$ cat src/rtl/led_matrix_pkg.sv
// rtl/led_matrix_pkg.sv - shared direction encoding, path mapping and width helpers for LED matrix blocks
package led_matrix_pkg;

  localparam logic DIR_FWD = 1'b0;
  localparam logic DIR_BWD = 1'b1;

  typedef enum logic {
    FWD = DIR_FWD,
    BWD = DIR_BWD
  } dir_state_e;

  typedef struct packed {
    logic [31:0] r;
    logic [31:0] c;
  } rc_t;

  // Serpentine mapping: even rows run left to right, odd rows right to left.
  function automatic rc_t path_to_rc(input int unsigned p, input int unsigned cols);
    rc_t         rc;
    int unsigned k;
    rc.r = p / cols;
    k    = p % cols;
    rc.c = rc.r[0] ? (cols - 1 - k) : k;
    return rc;
  endfunction

  function automatic int clog2(input int unsigned v);
    int w;
    w = 0;
    for (int unsigned x = 1; x < v; x = x << 1) w++;
    return w;
  endfunction

endpackage

$ cat src/rtl/led_row_scan.sv
// rtl/led_row_scan.sv - row-scan prescaler, row index and one-hot row select rotation
module led_row_scan
  import led_matrix_pkg::*;
#(
  parameter int ROWS     = 8,
  parameter int SCAN_DIV = 13
) (
  input  logic                     clk_in,
  input  logic                     reset,
  output logic [clog2(ROWS)-1:0]   idx_o,
  output logic [ROWS-1:0]          row_o
);

  localparam int             IW       = clog2(ROWS);
  localparam logic [IW-1:0]  IDX_LAST = IW'(ROWS - 1);

  logic [SCAN_DIV-1:0] scan_cnt_q, scan_cnt_d;
  logic [IW-1:0]       idx_q, idx_d;
  logic [ROWS-1:0]     row_q, row_d;
  logic                scan_tick;

  assign scan_tick  = &scan_cnt_q;
  assign scan_cnt_d = scan_cnt_q + 1'b1;
  assign idx_d      = scan_tick ? ((idx_q == IDX_LAST) ? '0 : idx_q + 1'b1) : idx_q;
  // Row 0 sits on the MSB, so advancing the scan rotates toward bit 0.
  assign row_d      = scan_tick ? {row_q[0], row_q[ROWS-1:1]} : row_q;

  always_ff @(posedge clk_in or posedge reset) begin
    if (reset) begin
      scan_cnt_q <= '0;
      idx_q      <= '0;
      row_q      <= {1'b1, {(ROWS-1){1'b0}}};
    end else begin
      scan_cnt_q <= scan_cnt_d;
      idx_q      <= idx_d;
      row_q      <= row_d;
    end
  end

  assign idx_o = idx_q;
  assign row_o = row_q;

endmodule

$ cat src/rtl/led_bounce_bar.sv
// rtl/led_bounce_bar.sv - bouncing light bar on a serpentine-scanned LED matrix
module led_bounce_bar
  import led_matrix_pkg::*;
#(
  parameter int ROWS         = 8,
  parameter int COLS         = 8,
  parameter int BAR_LEN      = 3,
  parameter int STEP_DIV     = 20,
  parameter int SCAN_DIV     = 13,
  parameter int COLOR_BY_DIR = 1
) (
  input  logic            clk_in,
  input  logic            reset,
  input  logic            pause,
  output logic [ROWS-1:0] row,
  output logic [COLS-1:0] column_green,
  output logic [COLS-1:0] column_red,
  output logic            dir
);

  localparam int            N     = ROWS * COLS;
  localparam int            T_END = N - BAR_LEN;
  localparam int            TW    = clog2(T_END + 1);
  localparam int            IW    = clog2(ROWS);
  localparam logic [TW-1:0] T_MAX = TW'(T_END);

  logic [STEP_DIV-1:0] step_cnt_q, step_cnt_d;
  logic                pause_meta_q, pause_s_q;
  logic [TW-1:0]       t_q;
  dir_state_e          state_q;
  logic [IW-1:0]       idx;
  logic                step_tick;
  logic [COLS-1:0]     lit;
  rc_t                 rc;

  assign step_cnt_d = step_cnt_q + 1'b1;
  assign step_tick  = &step_cnt_q;

  // The prescaler keeps running while paused; a paused tick is simply dropped.
  always_ff @(posedge clk_in or posedge reset) begin
    if (reset) begin
      step_cnt_q   <= '0;
      pause_meta_q <= 1'b0;
      pause_s_q    <= 1'b0;
      t_q          <= '0;
      state_q      <= FWD;
    end else begin
      step_cnt_q   <= step_cnt_d;
      pause_meta_q <= pause;
      pause_s_q    <= pause_meta_q;
      if (step_tick && !pause_s_q) begin
        case (state_q)
          FWD: begin
            if (t_q == T_MAX) begin
              state_q <= BWD;
              t_q     <= t_q - 1'b1;
            end else begin
              t_q <= t_q + 1'b1;
            end
          end
          BWD: begin
            if (t_q == '0) begin
              state_q <= FWD;
              t_q     <= t_q + 1'b1;
            end else begin
              t_q <= t_q - 1'b1;
            end
          end
        endcase
      end
    end
  end

  assign dir = state_q;

  led_row_scan #(
    .ROWS    (ROWS),
    .SCAN_DIV(SCAN_DIV)
  ) u_row_scan (
    .clk_in(clk_in),
    .reset (reset),
    .idx_o (idx),
    .row_o (row)
  );

  // Walk the bar's pixels and light those that land in the active row.
  always_comb begin
    lit = '0;
    rc  = '0;
    for (int j = 0; j < BAR_LEN; j++) begin
      rc = path_to_rc(32'(t_q) + 32'(j), COLS);
      for (int c = 0; c < COLS; c++) begin
        if (rc.r == 32'(idx) && rc.c == 32'(c)) lit[COLS-1-c] = 1'b1;
      end
    end
  end

  assign column_green = (COLOR_BY_DIR == 0 || state_q == FWD) ? lit : '0;
  assign column_red   = (COLOR_BY_DIR != 0 && state_q == BWD) ? lit : '0;

endmodule

$ cat config.mk
export PLATFORM = sky130hd
export DESIGN_NAME = led_bounce_bar
export DESIGN_NICKNAME = d
export VERILOG_FILES = /design/src/rtl/led_matrix_pkg.sv /design/src/rtl/led_row_scan.sv /design/src/rtl/led_bounce_bar.sv
export SDC_FILE = /design/constraint.sdc
export NUM_CORES = 1
export LEC_CHECK = 0
export BUFFER_PORTS_ARGS = -buffer_cell sky130_fd_sc_hd__buf_2
export CORE_ASPECT_RATIO = 1.5
export CORE_MARGIN = 10
export CORE_UTILIZATION = 50
export CTS_CLUSTER_DIAMETER = 200
export DETAILED_ROUTE_END_ITERATION = 12
export HOLD_SLACK_MARGIN = 0.02
export PLACE_DENSITY = 0.69
export SETUP_SLACK_MARGIN = 0.15
export SYNTH_ARGS = -nofsm -noshare
export SYNTH_HDL_FRONTEND = slang
export SYNTH_SLANG_ARGS = --single-unit
$ cat constraint.sdc
create_clock -name clk_in -period 5.9 [get_ports clk_in]
set_input_delay 0 -clock clk_in [delete_from_list [all_inputs] [get_ports clk_in]]
set_output_delay 0 -clock clk_in [all_outputs]
set_load 0.02 [all_outputs]
# Yosys cells after proc, flatten, opt, wreduce, memory -nomap -nowiden
# Cells that the tools add are included.
[op_classes]
addsub = 10
n_eq_ne = 26
n_mux = 36
bitwise = 1
n_reduce_logical = 32
[ops]
columns = ["op", "count"]
rows = [
  ["$eq 32x3->1 const B", 12],
  ["$eq 32x2->1 const B", 6],
  ["$eq 32x1->1 const B", 3],
  ["$logic_not 32->1", 3],
  ["$mux 32", 3],
  ["$mux 1", 26],
  ["$logic_and 1x1->1", 25],
  ["$add 20x1->20 const B", 1],
  ["$reduce_and 20->1", 1],
  ["$mux 8", 2],
  ["$add 13x1->13 const B", 1],
  ["$reduce_and 13->1", 1],
  ["$mux 6", 2],
  ["$pmux 6 s2", 1],
  ["$sub 3x3->4 const A", 3],
  ["$eq 4x3->1", 2],
  ["$add 6x1->7 const B", 1],
  ["$add 6x2->7 const B", 1],
  ["$add 6x1->6 const B", 1],
  ["$eq 6x6->1 const B", 1],
  ["$logic_not 6->1", 1],
  ["$sub 6x1->6 const B", 1],
  ["$add 3x1->3 const B", 1],
  ["$eq 3x3->1", 1],
  ["other kinds (5)", 5],
]
[totals]
register_bits = 53
inputBits = 3
word_cells = 113

# Longest topological paths before layout
# Gate-level depths: netlist (run 1).
[depth]
word_depth = 8
depth_mapped = 8

# By module
# A second synthesis (run 1) with hierarchy kept.
[unflattened]
hier_cells = 342
area_unflattened_um2 = 3413.3
[by_module_without_submodules]
columns = ["mod", "instances", "cells_per_inst", "area_each_um2"]
rows = [
  ["led_bounce_bar", 1, 265, 2391.0],
  ["led_row_scan", 1, 77, 1022.2],
]

# Worst setup path after synthesis (run 1)
# OpenSTA, ideal clock, no wires.
[synth_path]
path_kind = "reg2out"
start = "register t_q[1]"
end = "output column_green[3]"
t_arrival_ps = 2042
path_slack_ps = 3858
path_stages_with_launch = 7
path_buffers = 1
path_cell_list = "dfrtp_1 inv_1 ha_1 clkbuf_2 or4_1 a21o_1 o221ai_1"
[synth_via]
elab_chain_cells = 8
elab_cells_between_ends = 20
cone_classes = "5 x add/sub; 5 x eq/ne; 7 x mux; 3 x reduce/logical"
[synth_lines]
columns = ["item", "line", "text"]
rows = [
  ["start: declaration", "led_bounce_bar.sv:29", "logic [TW-1:0] t_q;"],
  ["start signal: assignment", "led_bounce_bar.sv:56", "t_q <= t_q - 1'b1;"],
  ["start signal: assignment", "led_bounce_bar.sv:58", "t_q <= t_q + 1'b1;"],
  ["start signal: assignment", "led_bounce_bar.sv:64", "t_q <= t_q + 1'b1;"],
  ["$add 6x1->7 / $sub 3x3->4 (equally long branches)", "led_bounce_bar.sv:91, led_matrix_pkg.sv:23", ""],
  ["$sub 3x3->4 / $mux 32 (equally long branches)", "led_matrix_pkg.sv:23", "rc.c = rc.r[0] ? (cols - 1 - k) : k;"],
  ["$mux 32 / $eq 32x3->1 (equally long branches)", "led_matrix_pkg.sv:23, led_bounce_bar.sv:93", ""],
  ["$eq 32x3->1 / $logic_and 1x1->1 (equally long branches)", "led_bounce_bar.sv:93", "if (rc.r == 32'(idx) && rc.c == 32'(c)) lit[COLS-1-c] = 1'b1;"],
  ["$logic_and 1x1->1 / $mux 1 (equally long branches)", "led_bounce_bar.sv:93", ""],
  ["$mux 1", "led_bounce_bar.sv:93", ""],
  ["$mux 1 (*)", "led_bounce_bar.sv:93", ""],
  ["$mux 8 (*)", "led_bounce_bar.sv:98", "assign column_green = (COLOR_BY_DIR == 0 || state_q == FWD) ? lit : '0;"],
  ["end: declaration", "led_bounce_bar.sv:16", "output logic [COLS-1:0] column_green,"],
]
# Every way passes the cells marked *; elsewhere a longest branch is shown, timed or not.

# Final worst setup path (run 1)
[layout_path]
start = "register t_q[0]"
end = "output column_red[0]"
[layout_via]
elab_chain_cells = 8
elab_cells_between_ends = 20
cone_classes = "5 x add/sub; 5 x eq/ne; 7 x mux; 3 x reduce/logical"
[layout_lines]
columns = ["item", "line", "text"]
rows = [
  ["$add 6x1->7 / $sub 3x3->4 (equally long branches)", "led_bounce_bar.sv:91, led_matrix_pkg.sv:23", ""],
  ["$sub 3x3->4 / $mux 32 (equally long branches)", "led_matrix_pkg.sv:23", ""],
  ["$mux 32 / $eq 32x3->1 (equally long branches)", "led_matrix_pkg.sv:23, led_bounce_bar.sv:93", ""],
  ["$eq 32x3->1 / $logic_and 1x1->1 (equally long branches)", "led_bounce_bar.sv:93", ""],
  ["$logic_and 1x1->1 / $mux 1 (equally long branches)", "led_bounce_bar.sv:93", ""],
  ["$mux 1", "led_bounce_bar.sv:93", ""],
  ["$mux 1 (*)", "led_bounce_bar.sv:93", ""],
  ["$mux 8 (*)", "led_bounce_bar.sv:99", "assign column_red = (COLOR_BY_DIR != 0 && state_q == BWD) ? lit : '0;"],
  ["end: declaration", "led_bounce_bar.sv:17", "output logic [COLS-1:0] column_red,"],
]
# Marks and branches as above.

==> results of run 1 <==
==> cells by family (layout without fill, tap and decap cells) <==
family / count (synthesis) / count (layout) / share of synthesized area, %
simple gates: 130 / 130 / 23.6
xor+xnor: 45 / 45 / 12.8
flops: 53 / 53 / 40.9
fa+ha+maj: 12 / 12 / 4.62
buf+inv: 18 / 47 / 2.47
compound gates: 30 / 30 / 7.01
mux: 23 / 23 / 8.59
==> flip-flops by register name, indices dropped and copies added, names as in the netlist <==
name and count:
dir 1, pause_meta_q 1, pause_s_q 1, step_cnt_q 20, t_q 6, u_row_scan.idx_o 3, u_row_scan.row_o 8, u_row_scan.scan_cnt_q 13
==> power by group through the flow <==
stage	clock network (uW)	registers [uW]	logic, uW
2_1_floorplan	0	371	5.37
3_3_place_gp	0	371	7.94
3_5_place_dp	0	371	8.01
4_1_cts	256	364	8.95
5_1_grt	267	364	9.73
6_report	247	364	8.26
==> per-layer routing <==
metal | up-vias | GRT usage (%)
met5 | - | 0
met1 | 1117 | 15.0
met4 | 0 | 6.82
met3 | 15 | 3.02
met2 | 48 | 24.6
li1 | 1160 | -
==> worst min-delay path by stage <==
stage	from	end	slack, ns	depth (start not counted)
final	pause	pause_meta_q	0.32	2
after global routing	pause	pause_meta_q	0.34	2
after floorplan	pause	pause_meta_q	0.03	0
after detailed placement	pause	pause_meta_q	0.11	1
after global placement	pause	pause_meta_q	0.11	1
after CTS	pause	pause_meta_q	0.31	2
==> cell usage after synthesis (all sizes together), types with 11 or more instances <==
master  instances  area, um^2
nand2          27         101
o221ai         16         140
nand3          20         110
nor2           21        78.8
mux2           11         146
mux2i          12         133
xor2           18         158
dfrtp          52        1300
ha             12         150
xnor2          26         235
==> critical path: cells and delay by family, from the launching register on <==
family | cells | cell delay, ns
flops | 1 | 0.68
buf+inv | 2 | 0.42
fa+ha+maj | 1 | 0.44
simple gates | 3 | 0.54
compound gates | 2 | 0.40
==> area by class of cell <==
class	count	area, um^2
Multi-Input combinational cell	240	1840
Tap cell	74	92.6
Sequential cell	53	1330
Fill cell	566	2650
Timing Repair Buffer	29	155
Inverter	10	37.5
Clock buffer	5	68.8
Clock inverter	3	43.8
==> stage by stage <==
step / worst slack (ns) / util, % / power, uW / cells / instance area, um^2
final: 3.12 / 57.3 / 619 / 414 / 3560
after global routing: 2.86 / 57.3 / 641 / 414 / 3560
after detailed placement: 3.48 / 55.2 / 379 / 404 / 3430
after CTS: 3.13 / 57.3 / 629 / 414 / 3560
after floorplan: 3.86 / - / 376 / 311 / 3250
after global placement: 3.49 / 55.2 / 379 / 404 / 3430
==> timing repair <==
item                                   in CTS  in global routing
buffers inserted                            0                  0
hold buffers                                2                  0
endpoints found under the hold margin      53                  0
setup endpoints to repair                   0                  0
==> impl_metrics.json, run 1 <==
{
  "crit_start": "t_q[0]",
  "final_layout_size_suffix_gt1_share_pct": 15.6,
  "vias": 2340,
  "synth_edf_count": 0,
  "viasPerCell": 5.65,
  "cts_tree": "built",
  "drtIter0Drc": 95,
  "pwr-share-clk_pct": 39.9,
  "die_w_um": 85.8,
  "slowest_delay_ns": 0.68,
  "numCtsBuffers": 5,
  "finClkSkew_ns": 0.00935,
  "clock-root-buffer": "clkbuf_8",
  "drc_errors": 0,
  "topRoutingLayerUsed": "met4",
  "diodes": 0,
  "switchingPower_uw": 126,
  "start_util_pct": 52.2,
  "area_delta_synth_final_pct": 9.79,
  "totalWireLength_um": 6780,
  "firstDrtPassIters": 4,
  "power_leakage_uw": 0.00171,
  "async_reset_ff_share_pct": 100,
  "worstReg2RegEnd": "t_q[5]",
  "p_per_area_nw_per_um2": 174,
  "drv_slew": 0,
  "max_slew_margin_pct": 30.4,
  "syn_inst": 311,
  "cp.required_ns": 5.90,
  "cp_cell_sequence": "inv_1 -> ha_1 -> nor2b_1 -> and3_1 -> o21bai_1 -> nand2b_1 -> o221ai_1 -> buf_2",
  "endpoint_kind": "output port",
  "core-area_um2": 6220,
  "ios": 28,
  "final-hold-violation-count": 0,
  "fin_crit_sh_pct": 47.2,
  "seqPwrFrac_pct": 58.8,
  "grt_max_degree": 54,
  "wire_per_inst_um": 16.4,
  "rows": 35,
  "ir_drop_uv": 141,
  "fin_nets": 354,
  "synth-main-ff-cell": "dfrtp_1",
  "synth_warnings": 0,
  "hold_ws_ns": 0.325,
  "die_area_um2": 10200,
  "grt_pass1_vias": 2490,
  "gp_congestion": 0.938,
  "hpwl_um": 5270,
  "port_buffers": 27,
  "fin_tns_setup_ns": 0,
  "clk_latency_ns": 0.31,
  "synthDistinctLibCells": 53,
  "seq_area_frac_synth_pct": 40.9,
  "outcome": "complete, no violations",
  "reg2reg_slack_ns": 3.53,
  "postRouteAntennaNets": 0,
  "overflow": 0,
  "syn_area_per_cell_um2": 10.4,
  "max_freq_ghz": 0.359,
  "grt_antenna_before_repair": 0,
  "comb_power_share_pct": 1.3,
  "setup.worst_path.end": "column_red[0]",
  "slowest_stage": "dfrtp_1",
  "r2r_start": "t_q[0]",
  "mostFrequentLayoutCells": "52 x dfrtp_1, 27 x nand2_1, 27 x buf_2",
  "wl_met1_um": 2790,
  "final_common_cell": "dfrtp_1",
  "internal_power_uw": 492,
  "route.met2.wl_um": 3520,
  "clk_pin_slew_worst_paths_ns": 0.10,
  "cp-start-kind": "register",
  "worstPathMaxFanout": 18,
  "reg2reg_depth": 7,
  "htree_levels": 2,
  "rsz0062_at_grt": "no",
  "min_period_ns": 2.78,
  "synth_nets": 326,
  "cts.sinks": 53,
  "tightest_slew_ns": 1.04,
  "hp-class": "primary input to register",
  "cts_resized": 0,
  "path_class": "register to output port",
  "sw_frac_of_total_pct": 20.4,
  "die_h_um": 119,
  "met3_length_um": 253,
  "ctsLongestPathBuffers": 2,
  "grt_pass1_wl_um": 11900,
  "grt_usage_pct": 13.9,
  "setup_violations": 0,
  "crit_arrival_ns": 2.78,
  "cap_violations": 0,
  "syn_area_um2": 3250,
  "ys_seq_elements": 53
}
No activity file was read; power rests on OpenSTA's default activity.
==> run 2: changes to the inputs <==
--- a/config.mk
+++ b/config.mk
@@ -5,6 +5,7 @@
 export SDC_FILE = /design/constraint.sdc
 export NUM_CORES = 1
 export LEC_CHECK = 0
+export ABC_AREA = 1
 export BUFFER_PORTS_ARGS = -buffer_cell sky130_fd_sc_hd__buf_2
 export CORE_ASPECT_RATIO = 1.5
 export CORE_MARGIN = 10
@@ -12,7 +13,7 @@
 export CTS_CLUSTER_DIAMETER = 200
 export DETAILED_ROUTE_END_ITERATION = 12
 export HOLD_SLACK_MARGIN = 0.02
-export PLACE_DENSITY = 0.69
+export PLACE_DENSITY = 0.71
 export SETUP_SLACK_MARGIN = 0.15
 export SYNTH_ARGS = -nofsm -noshare
 export SYNTH_HDL_FRONTEND = slang
==> constraint.sdc (replaced) <==
create_clock -name clk_in -period 2.4 [get_ports clk_in]
set_input_delay 0 -clock clk_in [delete_from_list [all_inputs] [get_ports clk_in]]
set_output_delay 0 -clock clk_in [all_outputs]
set_load 0.02 [all_outputs]
==> run 2 against run 1 <==
Die area up 1.5%; sequential power up 150%; clock power up 98%; synthesized area up 1.9%; critical path depth up 3; first-iteration DRC count up 33%; synthesized cell count up 44%; non-clock buffer count up 10; clock skew up 0.0033 ns; sequential share of layout area down 1.6 points; hold slack worse by 0.11 ns; wire length up 0.22%; critical endpoint is now column_red[2]; largest cell class unchanged; highest routed layer unchanged.
==> impl_metrics.json, run 2 <==
{
  "final_common_cell": "nand2_1",
  "pwr-share-clk_pct": 34.8,
  "ys_seq_elements": 53,
  "seqPwrFrac_pct": 63.7,
  "largest_register_ffs": 20,
  "final_layout_size_suffix_gt1_share_pct": 16.1,
  "power_leakage_uw": 0.00202,
  "hold_ws_ns": 0.219,
  "die_h_um": 120,
  "grt_usage_pct": 13.1,
  "cp-start-kind": "register",
  "crit_arrival_ns": 2.10,
  "internal_power_uw": 1110,
  "topRoutingLayerUsed": "met4",
  "htree_levels": 2,
  "reg2reg_depth": 7,
  "wire_per_inst_um": 12.0,
  "fin_nets": 504,
  "core-area_um2": 6490,
  "nFillCells": 602,
  "drc_errors": 0,
  "synth_warnings": 0,
  "ios": 28,
  "fin_crit_sh_pct": 87.3,
  "cp.depth": 11,
  "setup_violations": 0,
  "path_class": "register to output port",
  "yosys-top-cells-count": "145 x nand2_1, 62 x nor2_1, 52 x dfrtp_1",
  "synth_compound_area_share_pct": 2.42,
  "p_per_area_nw_per_um2": 376,
  "route.met2.wl_um": 3610,
  "mostFrequentLayoutCells": "140 x nand2_1, 61 x nor2_1, 48 x dfrtp_1",
  "diodes": 0,
  "die_area_um2": 10300,
  "endpoint_kind": "output port",
  "port_buffers": 27,
  "cts.sinks": 53,
  "switchingPower_uw": 297,
  "area_delta_synth_final_pct": 12.9,
  "rsz0062_at_grt": "yes",
  "numCtsBuffers": 5,
  "synth_edf_count": 0,
  "totalWireLength_um": 6800,
  "start_util_pct": 51.0,
  "slowest_delay_ns": 0.46,
  "synthAdderAreaFrac_pct": 4.54,
  "clock-root-buffer": "clkbuf_8",
  "dp_worst_setup_slack_ns": 0.396,
  "synth_nets": 464,
  "outcome": "complete, no violations",
  "rows": 36,
  "overflow": 0,
  "max_freq_ghz": 0.477,
  "fin_tns_setup_ns": 0,
  "worstPathMaxFanout": 8,
  "synth-xor-area-share_pct": 9.53,
  "synth_top_area_share_pct": 39.3,
  "tightest_slew_ns": 0.410,
  "viasPerCell": 4.98,
  "final-hold-violation-count": 0,
  "cts_tree": "built",
  "worst_slack_ns": 0.304,
  "max_slew_margin_pct": 72.7,
  "drtIter0Drc": 126,
  "comb_power_share_pct": 1.6,
  "wl_met1_um": 2740,
  "vias": 2816,
  "synthSimpleGateAreaFrac_pct": 36.4,
  "syn_inst": 449,
  "largest-register": "step_cnt_q",
  "p_total_uw": 1400,
  "slowest_stage": "dfrtp_2",
  "sw_frac_of_total_pct": 21.2,
  "grt_pass1_vias": 2612,
  "yosysMostFrequentCell": "nand2_1",
  "clk_latency_ns": 0.30,
  "met3_length_um": 284,
  "ir_drop_uv": 493,
  "min_period_ns": 2.10,
  "async_reset_ff_share_pct": 100,
  "finClkSkew_ns": 0.0127,
  "postRouteAntennaNets": 0,
  "cp_common_cell": "nand2_1",
  "grt_antenna_before_repair": 0,
  "final_cells": 566,
  "synthDistinctLibCells": 31,
  "synth_top_family_by_area": "simple AND/OR/NAND/NOR gates",
  "seq_area_frac_synth_pct": 40.1,
  "hp-class": "primary input to async pin",
  "r2r_start": "dir",
  "firstDrtPassIters": 4,
  "clk_pin_slew_worst_paths_ns": 0.10,
  "synth-main-ff-cell": "dfrtp_1",
  "crit_start": "t_q[2]",
  "gp_congestion": 0.906,
  "die_w_um": 86.4,
  "grt_max_degree": 35,
  "ctsLongestPathBuffers": 2,
  "hpwl_um": 5270,
  "synth_area_leaders": "dfrtp_1 39%, nand2_1 16%, xor2_1 7.4%, nor2_1 7.0%, nand3_1 6.2%",
  "cp_cell_sequence": "ha_1 -> nand2_1 -> inv_1 -> nand2_1 -> nand3_1 -> nor2_4 -> nand2_1 -> nand2_1 -> nor2_1 -> nor2_1 -> buf_4",
  "syn_area_um2": 3310,
  "yosysTopAreaCell": "dfrtp_1",
  "drv_slew": 0,
  "synth.mux.area_fraction_pct": 0,
  "cap_violations": 0,
  "grt_pass1_wl_um": 11400,
  "syn_area_per_cell_um2": 7.37,
  "place_inst": 547,
  "crit_buf_inv": 2,
  "critPathTopFamily": "simple AND/OR/NAND/NOR gates",
  "cp.required_ns": 2.40
}
==> run 2: power groups by stage <==
stage	logic, uW	registers, uW	clock network, uW
floorplan	13.5	912	0
global placement	20.8	912	0
detailed placement	21.3	912	0
CTS	23.5	894	501
global route	25.7	895	538
finish	21.9	894	488
==> run 2: worst reg2reg max path, stage by stage (launching register included) <==
cell and delay, ns:
dfrtp_1 0.58, clkinv_1 0.36, nand4_1 0.19, nand2_1 0.15, inv_1 0.19, nand2_1 0.07
o21ai_0 0.07, o21ai_1 0.07
==> run 2: metrics by stage <==
stage / instance area [um^2] / utilization (%)
after detailed placement: 3500 / 54.0
after CTS: 3620 / 55.8
after floorplan: 3310 / -
after global placement: 3500 / 54.0
after global routing: 3740 / 57.6
final: 3740 / 57.6
==> run 2: timing repair <==
item                                    4_1_cts  5_1_grt
endpoints found under the hold margin        20        0
resized for setup                             4       20
pin swaps                                     0        1
hold buffers                                  2        0
buffers inserted                              0        9
endpoints found under the setup margin       16       16
==> run 2: layout make-up <==
cell class                 count  area [um^2]  area share (%)
sequential                    53         1330            35.7
multi-input combinational    340         1790            47.8
clock inverter                 2         13.8           0.368
clock buffer                   6         72.6            1.94
inverter                      50          193            5.16
timing repair buffer          39          245            6.56
tap                           76         95.1            2.54
==> run 2: cell families (layout without fill, tap and decap cells) <==
kind of cell / after synthesis / after routing
AO/OA/AOI/OAI: 16 / 16
buffers and inverters: 56 / 97
XOR/XNOR: 36 / 36
adder cells (fa/ha/maj): 12 / 12
AND/OR/NAND/NOR: 276 / 276
flip-flops: 53 / 53
==> run 2: layer usage <==
layer / GRT usage (%) / vias up
met4: 5.59 / 0
met2: 23.6 / 52
met1: 14.1 / 1279
met5: 0 / -
li1: - / 1475
met3: 2.78 / 10
==> run 2: worst paths after layout <==
path / to / slack, ns
min: u_row_scan.scan_cnt_q[11] / 0.22
max reg2reg: t_q[5] / 0.60
min reg2reg: pause_s_q / 0.35
max in group asynchronous: t_q[3] / 1.39
max: column_red[2] / 0.30
min in group clk_in: pause_meta_q / 0.34
